### src/rtl/mem_stage_mc_if.sv
// Data-memory request/ack bus between the MEM stage
// (master) and a variable-latency data memory (slave).
interface mem_stage_mc_if #(
  parameter int DATA_W = 16,
  parameter int ADDR_W = 16
);
  logic              mem_req;
  logic              mem_we;
  logic [ADDR_W-1:0] mem_addr;
  logic [DATA_W-1:0] mem_wdata;
  logic              mem_ack;
  logic [DATA_W-1:0] mem_rdata;

  modport master (
    output mem_req, mem_we, mem_addr, mem_wdata,
    input  mem_ack, mem_rdata
  );

  modport slave (
    input  mem_req, mem_we, mem_addr, mem_wdata,
    output mem_ack, mem_rdata
  );
endinterface

### src/rtl/mem_stage_mc.sv
// Multi-cycle MEM stage: req/ack data memory, pipeline stall, M/WB register.
// Optional access timeout with sticky mem_err: define MEM_TIMEOUT_EN.
module mem_stage_mc #(
  parameter int DATA_W         = 16,
  parameter int ADDR_W         = 16,
  parameter int REG_W          = 4,
  parameter int TIMEOUT_CYCLES = 64
) (
  input  logic              clk,
  input  logic              rst_n,
  input  logic              in_valid,
  input  logic [DATA_W-1:0] in_alu_result,
  input  logic [DATA_W-1:0] in_store_data,
  input  logic [REG_W-1:0]  in_wr_reg,
  input  logic              in_memread,
  input  logic              in_memwrite,
  input  logic              in_regwrite,
  input  logic              in_memtoreg,
  input  logic              in_halt,
  input  logic              fwd_sel,
  input  logic [DATA_W-1:0] fwd_data,
  output logic              stall,
  mem_stage_mc_if.master    mem,
  output logic              wb_valid,
  output logic              wb_regwrite,
  output logic              wb_memtoreg,
  output logic              wb_halt,
  output logic [DATA_W-1:0] wb_alu_result,
  output logic [DATA_W-1:0] wb_mem_data,
  output logic [REG_W-1:0]  wb_wr_reg,
  output logic              mem_err
);

  if (ADDR_W > DATA_W || TIMEOUT_CYCLES < 1) begin : g_bad_cfg
    $error("mem_stage_mc: bad parameter set");
  end

  typedef enum logic {IDLE, BUSY} state_t;

  state_t            state;
  logic              req_q;
  logic              we_q;
  logic [ADDR_W-1:0] addr_q;
  logic [DATA_W-1:0] wdata_q;
  logic [DATA_W-1:0] alu_q;
  logic [REG_W-1:0]  rd_q;
  logic              regwrite_q;
  logic              memtoreg_q;
  logic              halt_q;
  logic              is_mem;

  assign is_mem = in_valid & (in_memread | in_memwrite);

  // rst_n gate keeps stall low while reset holds a stale bundle
  assign stall = rst_n &
    (((state == IDLE) & is_mem) |
     ((state == BUSY) & ~mem.mem_ack));

  assign mem.mem_req   = req_q;
  assign mem.mem_we    = we_q;
  assign mem.mem_addr  = addr_q;
  assign mem.mem_wdata = wdata_q;

`ifdef MEM_TIMEOUT_EN
  localparam int CNT_W = $clog2(TIMEOUT_CYCLES + 1);
  localparam logic [CNT_W-1:0] CNT_LAST =
    CNT_W'(TIMEOUT_CYCLES - 1);

  logic [CNT_W-1:0] cnt;
  logic             err_q;

  assign mem_err = err_q;
`else
  assign mem_err = 1'b0;
`endif

  always_ff @(posedge clk or negedge rst_n) begin
    if (!rst_n) begin
      state         <= IDLE;
      req_q         <= 1'b0;
      we_q          <= 1'b0;
      addr_q        <= '0;
      wdata_q       <= '0;
      alu_q         <= '0;
      rd_q          <= '0;
      regwrite_q    <= 1'b0;
      memtoreg_q    <= 1'b0;
      halt_q        <= 1'b0;
      wb_valid      <= 1'b0;
      wb_regwrite   <= 1'b0;
      wb_memtoreg   <= 1'b0;
      wb_halt       <= 1'b0;
      wb_alu_result <= '0;
      wb_mem_data   <= '0;
      wb_wr_reg     <= '0;
`ifdef MEM_TIMEOUT_EN
      cnt           <= '0;
      err_q         <= 1'b0;
`endif
    end else begin
      unique case (state)
        IDLE: begin
          if (is_mem) begin
            state       <= BUSY;
            req_q       <= 1'b1;
            we_q        <= in_memwrite;
            addr_q      <= in_alu_result[ADDR_W-1:0];
            wdata_q     <= fwd_sel ? fwd_data : in_store_data;
            alu_q       <= in_alu_result;
            rd_q        <= in_wr_reg;
            regwrite_q  <= in_regwrite;
            memtoreg_q  <= in_memtoreg;
            halt_q      <= in_halt;
            wb_valid    <= 1'b0;
            wb_regwrite <= 1'b0;
            wb_halt     <= 1'b0;
`ifdef MEM_TIMEOUT_EN
            cnt         <= '0;
`endif
          end else begin
            wb_valid      <= in_valid;
            wb_regwrite   <= in_regwrite & in_valid;
            wb_memtoreg   <= in_memtoreg & in_valid;
            wb_halt       <= in_halt & in_valid;
            wb_alu_result <= in_alu_result;
            wb_wr_reg     <= in_wr_reg;
            wb_mem_data   <= '0;
          end
        end
        BUSY: begin
          wb_valid    <= 1'b0;
          wb_regwrite <= 1'b0;
          wb_halt     <= 1'b0;
          if (mem.mem_ack) begin
            state         <= IDLE;
            req_q         <= 1'b0;
            wb_valid      <= 1'b1;
            wb_regwrite   <= regwrite_q;
            wb_memtoreg   <= memtoreg_q;
            wb_halt       <= halt_q;
            wb_alu_result <= alu_q;
            wb_wr_reg     <= rd_q;
            wb_mem_data   <= we_q ? '0 : mem.mem_rdata;
          end
`ifdef MEM_TIMEOUT_EN
          // abandoned access still retires, but never writes a register
          else if (cnt == CNT_LAST) begin
            state         <= IDLE;
            req_q         <= 1'b0;
            wb_valid      <= 1'b1;
            wb_regwrite   <= 1'b0;
            wb_memtoreg   <= memtoreg_q;
            wb_halt       <= halt_q;
            wb_alu_result <= alu_q;
            wb_wr_reg     <= rd_q;
            wb_mem_data   <= '0;
            err_q         <= 1'b1;
          end else begin
            cnt <= cnt + 1'b1;
          end
`endif
        end
        default: state <= IDLE;
      endcase
    end
  end

endmodule

### src/flat_wrapper.sv
// flat-port wrapper written by rule: the top's interface ports become plain ports
module mem_stage_mc_flat 
#(
  parameter int DATA_W         = 16,
  parameter int ADDR_W         = 16,
  parameter int REG_W          = 4,
  parameter int TIMEOUT_CYCLES = 64
)
  (clk, rst_n, in_valid, in_alu_result, in_store_data, in_wr_reg, in_memread, in_memwrite, in_regwrite, in_memtoreg, in_halt, fwd_sel, fwd_data, stall, wb_valid, wb_regwrite, wb_memtoreg, wb_halt, wb_alu_result, wb_mem_data, wb_wr_reg, mem_err, mem_mem_req, mem_mem_we, mem_mem_addr, mem_mem_wdata, mem_mem_ack, mem_mem_rdata);
  mem_stage_mc_if #(.DATA_W(DATA_W), .ADDR_W(ADDR_W)) mem_i ();
  input  logic clk;
  input  logic rst_n;
  input  logic in_valid;
  input  logic [DATA_W-1:0] in_alu_result;
  input  logic [DATA_W-1:0] in_store_data;
  input  logic [REG_W-1:0] in_wr_reg;
  input  logic in_memread;
  input  logic in_memwrite;
  input  logic in_regwrite;
  input  logic in_memtoreg;
  input  logic in_halt;
  input  logic fwd_sel;
  input  logic [DATA_W-1:0] fwd_data;
  output logic stall;
  output logic wb_valid;
  output logic wb_regwrite;
  output logic wb_memtoreg;
  output logic wb_halt;
  output logic [DATA_W-1:0] wb_alu_result;
  output logic [DATA_W-1:0] wb_mem_data;
  output logic [REG_W-1:0] wb_wr_reg;
  output logic mem_err;
  output wire logic [$bits(mem_i.mem_req)-1:0] mem_mem_req;
  output wire logic [$bits(mem_i.mem_we)-1:0] mem_mem_we;
  output wire logic [$bits(mem_i.mem_addr)-1:0] mem_mem_addr;
  output wire logic [$bits(mem_i.mem_wdata)-1:0] mem_mem_wdata;
  input wire logic [$bits(mem_i.mem_ack)-1:0] mem_mem_ack;
  input wire logic [$bits(mem_i.mem_rdata)-1:0] mem_mem_rdata;
  assign mem_mem_req = mem_i.mem_req;
  assign mem_mem_we = mem_i.mem_we;
  assign mem_mem_addr = mem_i.mem_addr;
  assign mem_mem_wdata = mem_i.mem_wdata;
  assign mem_i.mem_ack = mem_mem_ack;
  assign mem_i.mem_rdata = mem_mem_rdata;
  mem_stage_mc #(.DATA_W(DATA_W), .ADDR_W(ADDR_W), .REG_W(REG_W), .TIMEOUT_CYCLES(TIMEOUT_CYCLES)) u_core (.clk(clk), .rst_n(rst_n), .in_valid(in_valid), .in_alu_result(in_alu_result), .in_store_data(in_store_data), .in_wr_reg(in_wr_reg), .in_memread(in_memread), .in_memwrite(in_memwrite), .in_regwrite(in_regwrite), .in_memtoreg(in_memtoreg), .in_halt(in_halt), .fwd_sel(fwd_sel), .fwd_data(fwd_data), .stall(stall), .mem(mem_i), .wb_valid(wb_valid), .wb_regwrite(wb_regwrite), .wb_memtoreg(wb_memtoreg), .wb_halt(wb_halt), .wb_alu_result(wb_alu_result), .wb_mem_data(wb_mem_data), .wb_wr_reg(wb_wr_reg), .mem_err(mem_err));
endmodule
### config.mk
export PLATFORM = sky130hd
export DESIGN_NAME = mem_stage_mc_flat
export DESIGN_NICKNAME = d
export VERILOG_FILES = /design/src/rtl/mem_stage_mc_if.sv /design/src/rtl/mem_stage_mc.sv /design/src/flat_wrapper.sv
export SDC_FILE = /design/constraint.sdc
export NUM_CORES = 1
export LEC_CHECK = 0
export CAP_MARGIN = 10
export CELL_PAD_IN_SITES_DETAIL_PLACEMENT = 1
export CELL_PAD_IN_SITES_GLOBAL_PLACEMENT = 1
export CORE_MARGIN = 2
export CORE_UTILIZATION = 36
export DETAILED_ROUTE_END_ITERATION = 12
export PLACE_DENSITY_LB_ADDON = 0.3
export SLEW_MARGIN = 5
export SYNTH_ARGS = -nofsm -noshare
export SYNTH_HDL_FRONTEND = slang
export SYNTH_SLANG_ARGS = --single-unit
### constraint.sdc
create_clock -name clk -period 2.25 [get_ports clk]
set_input_delay 0.3375 -clock clk [delete_from_list [all_inputs] [get_ports clk]]
set_output_delay 0.3375 -clock clk [all_outputs]
set_load 0.01 [all_outputs]
---- Word level (Yosys, flattened, before mapping) ----
Cells that the tools add are included.
word-level totals
  register bits after elaboration ......... 82
  latch bits .............................. 0
  RAM bits ................................ 0
  memory bits (read-only) ................. 0
  memories kept ........................... 0
cells by class
  $add $sub $neg .......................... 0
  multipliers ............................. 0
  div/mod/pow operators ................... 0
  $lt $le $gt $ge ......................... 0
  equality and inequality tests ........... 3
  shift operators ......................... 0
  multiplexer cells ....................... 29
  bitwise gates (word level) .............. 11
  reduce and logical (&&, ||, !) cells .... 3
operators by type and width
  kind                                                             count
  16-bit two-way mux                                               6
  16-bit one-hot mux with 2 select lines                           2
  1-bit two-way mux                                                12
  1-bit one-hot mux with 2 select lines                            6
  4-bit two-way mux                                                2
  4-bit one-hot mux with 2 select lines                            1
  1-bit bitwise AND                                                7
  2-bit AND reduction                                              3
  2-bit != test, second input constant                             2
  2-bit by 1-bit != test with 1-bit output, second input constant  1
  1-bit NOT                                                        2
  1-bit OR                                                         2

---- Longest topological paths before layout ----
  word-level depth ........................ 5
  gate-level depth with buffers ........... 6
  gate-level depth less buffers ........... 3

---- Worst setup path before layout ----
No wires, ideal clock.
  kind .................................... register -> output
  start ................................... register u_core.state
  end ..................................... output port stall
  arrival time ............................ 1.207 ns
  data required time ...................... 1.913 ns
  path slack .............................. 0.705 ns
  cell stages (with the launch flop) ...... 7
  buffers on the path ..................... 3
  cell sequence ........................... dfrtp_1 > buf_6 > nand2b_4 > o22ai_2 > buf_6 > buf_6 > and2_1
on the way
  longest elaborated chain between the ends .. 4
  elaborated cells between the ends (all ways) .. 5
  classes of those cells .................. 5 x bitwise
RTL lines
  what                        line                 RTL
  start: declaration          mem_stage_mc.sv:40   state_t state;
  start signal: assignment    mem_stage_mc.sv:79   state <= IDLE;
  start signal: assignment    mem_stage_mc.sv:104  state <= BUSY;
  start signal: assignment    mem_stage_mc.sv:135  state <= IDLE;
  1-bit NOT (no source line)  --
  1-bit bitwise AND           mem_stage_mc.sv:56   (((state == IDLE) & is_mem) |
  1-bit OR *                  mem_stage_mc.sv:56
  1-bit bitwise AND *         mem_stage_mc.sv:55   assign stall = rst_n &
  end: declaration            flat_wrapper.sv:24   output logic stall;
Mark *: on every way between the ends. The rest lies on a longest branch, timed or not.

---- Worst setup path in the final report ----
  start ................................... input port in_memread
  end ..................................... output port stall
on the way
  longest elaborated chain between the ends .. 5
RTL lines
  what                line                RTL
  start: declaration  flat_wrapper.sv:17  input logic in_memread;
  1-bit OR            mem_stage_mc.sv:52  assign is_mem = in_valid & (in_memread | in_memwrite);
  1-bit bitwise AND   mem_stage_mc.sv:52
  1-bit bitwise AND   mem_stage_mc.sv:56
  1-bit OR            mem_stage_mc.sv:56
  1-bit bitwise AND   mem_stage_mc.sv:55
Every way passes these cells.

==> results.yml <==
run_status:
  status: "finished clean"
critical_path:
  r2r-start: "u_core.state"
  rrSetupSlack_ns: 0.56
  cp_num_buf_inv: 2
  cp_slowest_stage_delay_ns: 0.57
  cp.required_ns: 1.91
  r2r_cells: 4
  crit_path_max_fanout: 3
  endpoint_kind: "output pin"
  cp_data_arrival_time_ns: 1.81
  cp_cell_sequence: "clkdlybuf4s50_1 > nor2_4 > o22ai_4 > and2_1 > clkdlybuf4s50_1"
  critPathLaunchType: "input pin"
  crit_type: "in2out"
  crit_path_frequent_cell: "clkdlybuf4s50_1"
  r2r_end: "u_core.wb_memtoreg"
  cp_slowest_cell: "clkdlybuf4s50_1"
  cp_top_family: "buffers and inverters"
die:
  row_count: 36
  die_area_um2: 10600
  die_w_um: 103
  start_util_pct: 36.6
  ios: 154
  die_h_um: 103
  coreArea_um2: 9640
cts:
  cts_num_sinks: 82
  post_cts_buffers: 0
  cts_tree: "built"
  ctsResizeCount: 0
  cts.path.max_buffers: 2
  clkLatencyLatePin_ns: 0.34
  cts_root_buf: "clkbuf_8"
  cts_max_level: 3
  ctsHoldBuffers: 0
  path_clk_slew_ns: 0.08
  cts_buffers: 9
sta:
  fin_skew_ns: 0.00798
  timing.slew.headroom_pct: 31.0
  period_share_pct: 95.5
  slew_violations: 0
  fin_setup_tns_ns: 0
  fin_ws_ns: 0.101
  finalHoldViolCount: 0
  timing.final.crit_period_ns: 2.15
  worst_pin_slew_ns: 1.04
  setup_viol: 0
  fmax_ghz: 0.465
  rsz0062_at_grt: "no"
  timing.hold.ws_ns: 0.267
yosys:
  yosysUniqueCellTypes: 18
  synthesis.area_um2: 3520
  yosys-top-cells-area: "dfrtp_1 58%, mux2_2 30%, a22o_1 4.5%"
  synth_nets: 306
  async_flop_share_pct: 100
  synthFlopType: "dfrtp_1"
  yosysWarnings: 0
  ys_ff_latch: 82
  yosys.area.top_type: "dfrtp_1"
  synth_edf_count: 0
  seq_area_frac_synth_pct: 58.2
  syn_area_per_cell_um2: 15.5
  syn-instance-count: 228
  yosysTopAreaCellShare_pct: 58.2
global_route:
  grt_max_degree: 83
  grt_usage_pct: 16.9
  globalRouteOverflowTotal: 0
  grt_pass1_vias: 2698
  antenna_found_initial: 0
  grt_pass1_wl_um: 13500
routing:
  totalWireLength_um: 9050
  vias: 2480
  ant_nets: 0
  drtIter0Drc: 41
  drc_errors: 0
  drt-vias-per-instance: 4.75
  firstDrtPassIters: 4
  wl_per_cell_um: 17.3
power_and_ir_drop:
  leakagePower_nw: 2.19
  powerDensity_nw_per_um2: 839
  ir_drop_mv: 0.346
layout:
  area_growth_pct: 51.4
  regArea_um2: 2050
  drive_gt1_share_pct: 31.9
  multi_input_area_um2: 1370
  nFillCells: 975
  diodes: 0
  nets: 463
  final_area_um2: 5330
placed_design:
  dp_slack_ns: 0.0624
  dp.final_hpwl_um: 6570
  place.gp.congestion: 0.739
  place_area_um2: 5170
  portBuffers: 152
run:
  drv_cap: 0
hold_path:
  hp-class: "in2async"
per-stage QoR:
| stage | util, % | total power (W) | std cells |
|---|---|---|---|
| final | 55.3 | 0.00448 | 522 |
| after global routing | 55.3 | 0.00474 | 522 |
| after CTS | 55.3 | 0.00455 | 522 |
| after detailed placement | 53.6 | 0.00362 | 507 |
| after global placement | 53.6 | 0.00357 | 507 |
| after floorplan | - | 0.00270 | 228 |
report_power, final:
part	internal [W]	leakage, nW	total (W)	switching, W
combinational	0.00101	1.11	0.00157	0.000567
clock	0.000391	0.0742	0.000904	0.000513
sequential	0.00181	0.997	0.00200	0.000192
total	0.00321	2.19	0.00448	0.00127
cells by family after synthesis:
family | share of synthesized area (%)
other cells | 0.106
mux | 30.7
compound gates | 5.61
flops | 58.2
buf+inv | 3.52
simple gates | 1.85
synth_stat cells (2+ instances only):
master	number
buf_4	8
a22o_1	18
dfrtp_1	82
nand2_1	4
nor2_2	3
a32o_1	2
buf_2	3
mux2_2	95
buf_6	4
layout by cell type, fill, tap and decap left out, types with 2 or more instances in the layout:
master / instances
clkinv_2: 2
a22o_1: 18
mux2_2: 95
clkdlybuf4s50_1: 151
dfrtp_1: 82
nand2_1: 4
buf_4: 10
clkinvlp_4: 3
a32o_1: 2
nor2_4: 2
clkbuf_8: 9
cell type report:
| cell class | count | area share (%) |
|---|---|---|
| repair buffers | 161 | 29.7 |
| clock buffers | 10 | 2.39 |
| well taps | 133 | 3.12 |
| multi-input cells | 130 | 25.6 |
| inverters | 1 | 0.0704 |
| flip-flops and latches | 82 | 38.5 |
| clock inverters | 5 | 0.610 |
per-layer routing:
layer	up-vias	GRT usage [%]	part of all wire, %	routed length [um]
li1	1132	-	-	-
met1	1238	20.3	43	3850
met2	100	29.2	50	4560
met3	10	5.15	5.9	535
met4	0	4.76	1.1	100
met5	-	0	0	0
worst max path at each step:
| stage | from | end | slack [ns] | cells past startpoint |
|---|---|---|---|---|
| after floorplan | u_core.state | stall | 0.71 | 6 |
| after global placement | in_memwrite | stall | 0.07 | 5 |
| after detailed placement | in_memwrite | stall | 0.06 | 5 |
| after CTS | in_memwrite | stall | 0.03 | 5 |
| after global routing | in_memwrite | stall | 0.03 | 5 |
| final | in_memread | stall | 0.10 | 5 |
Note: power is estimated with default switching activity, not from simulation.
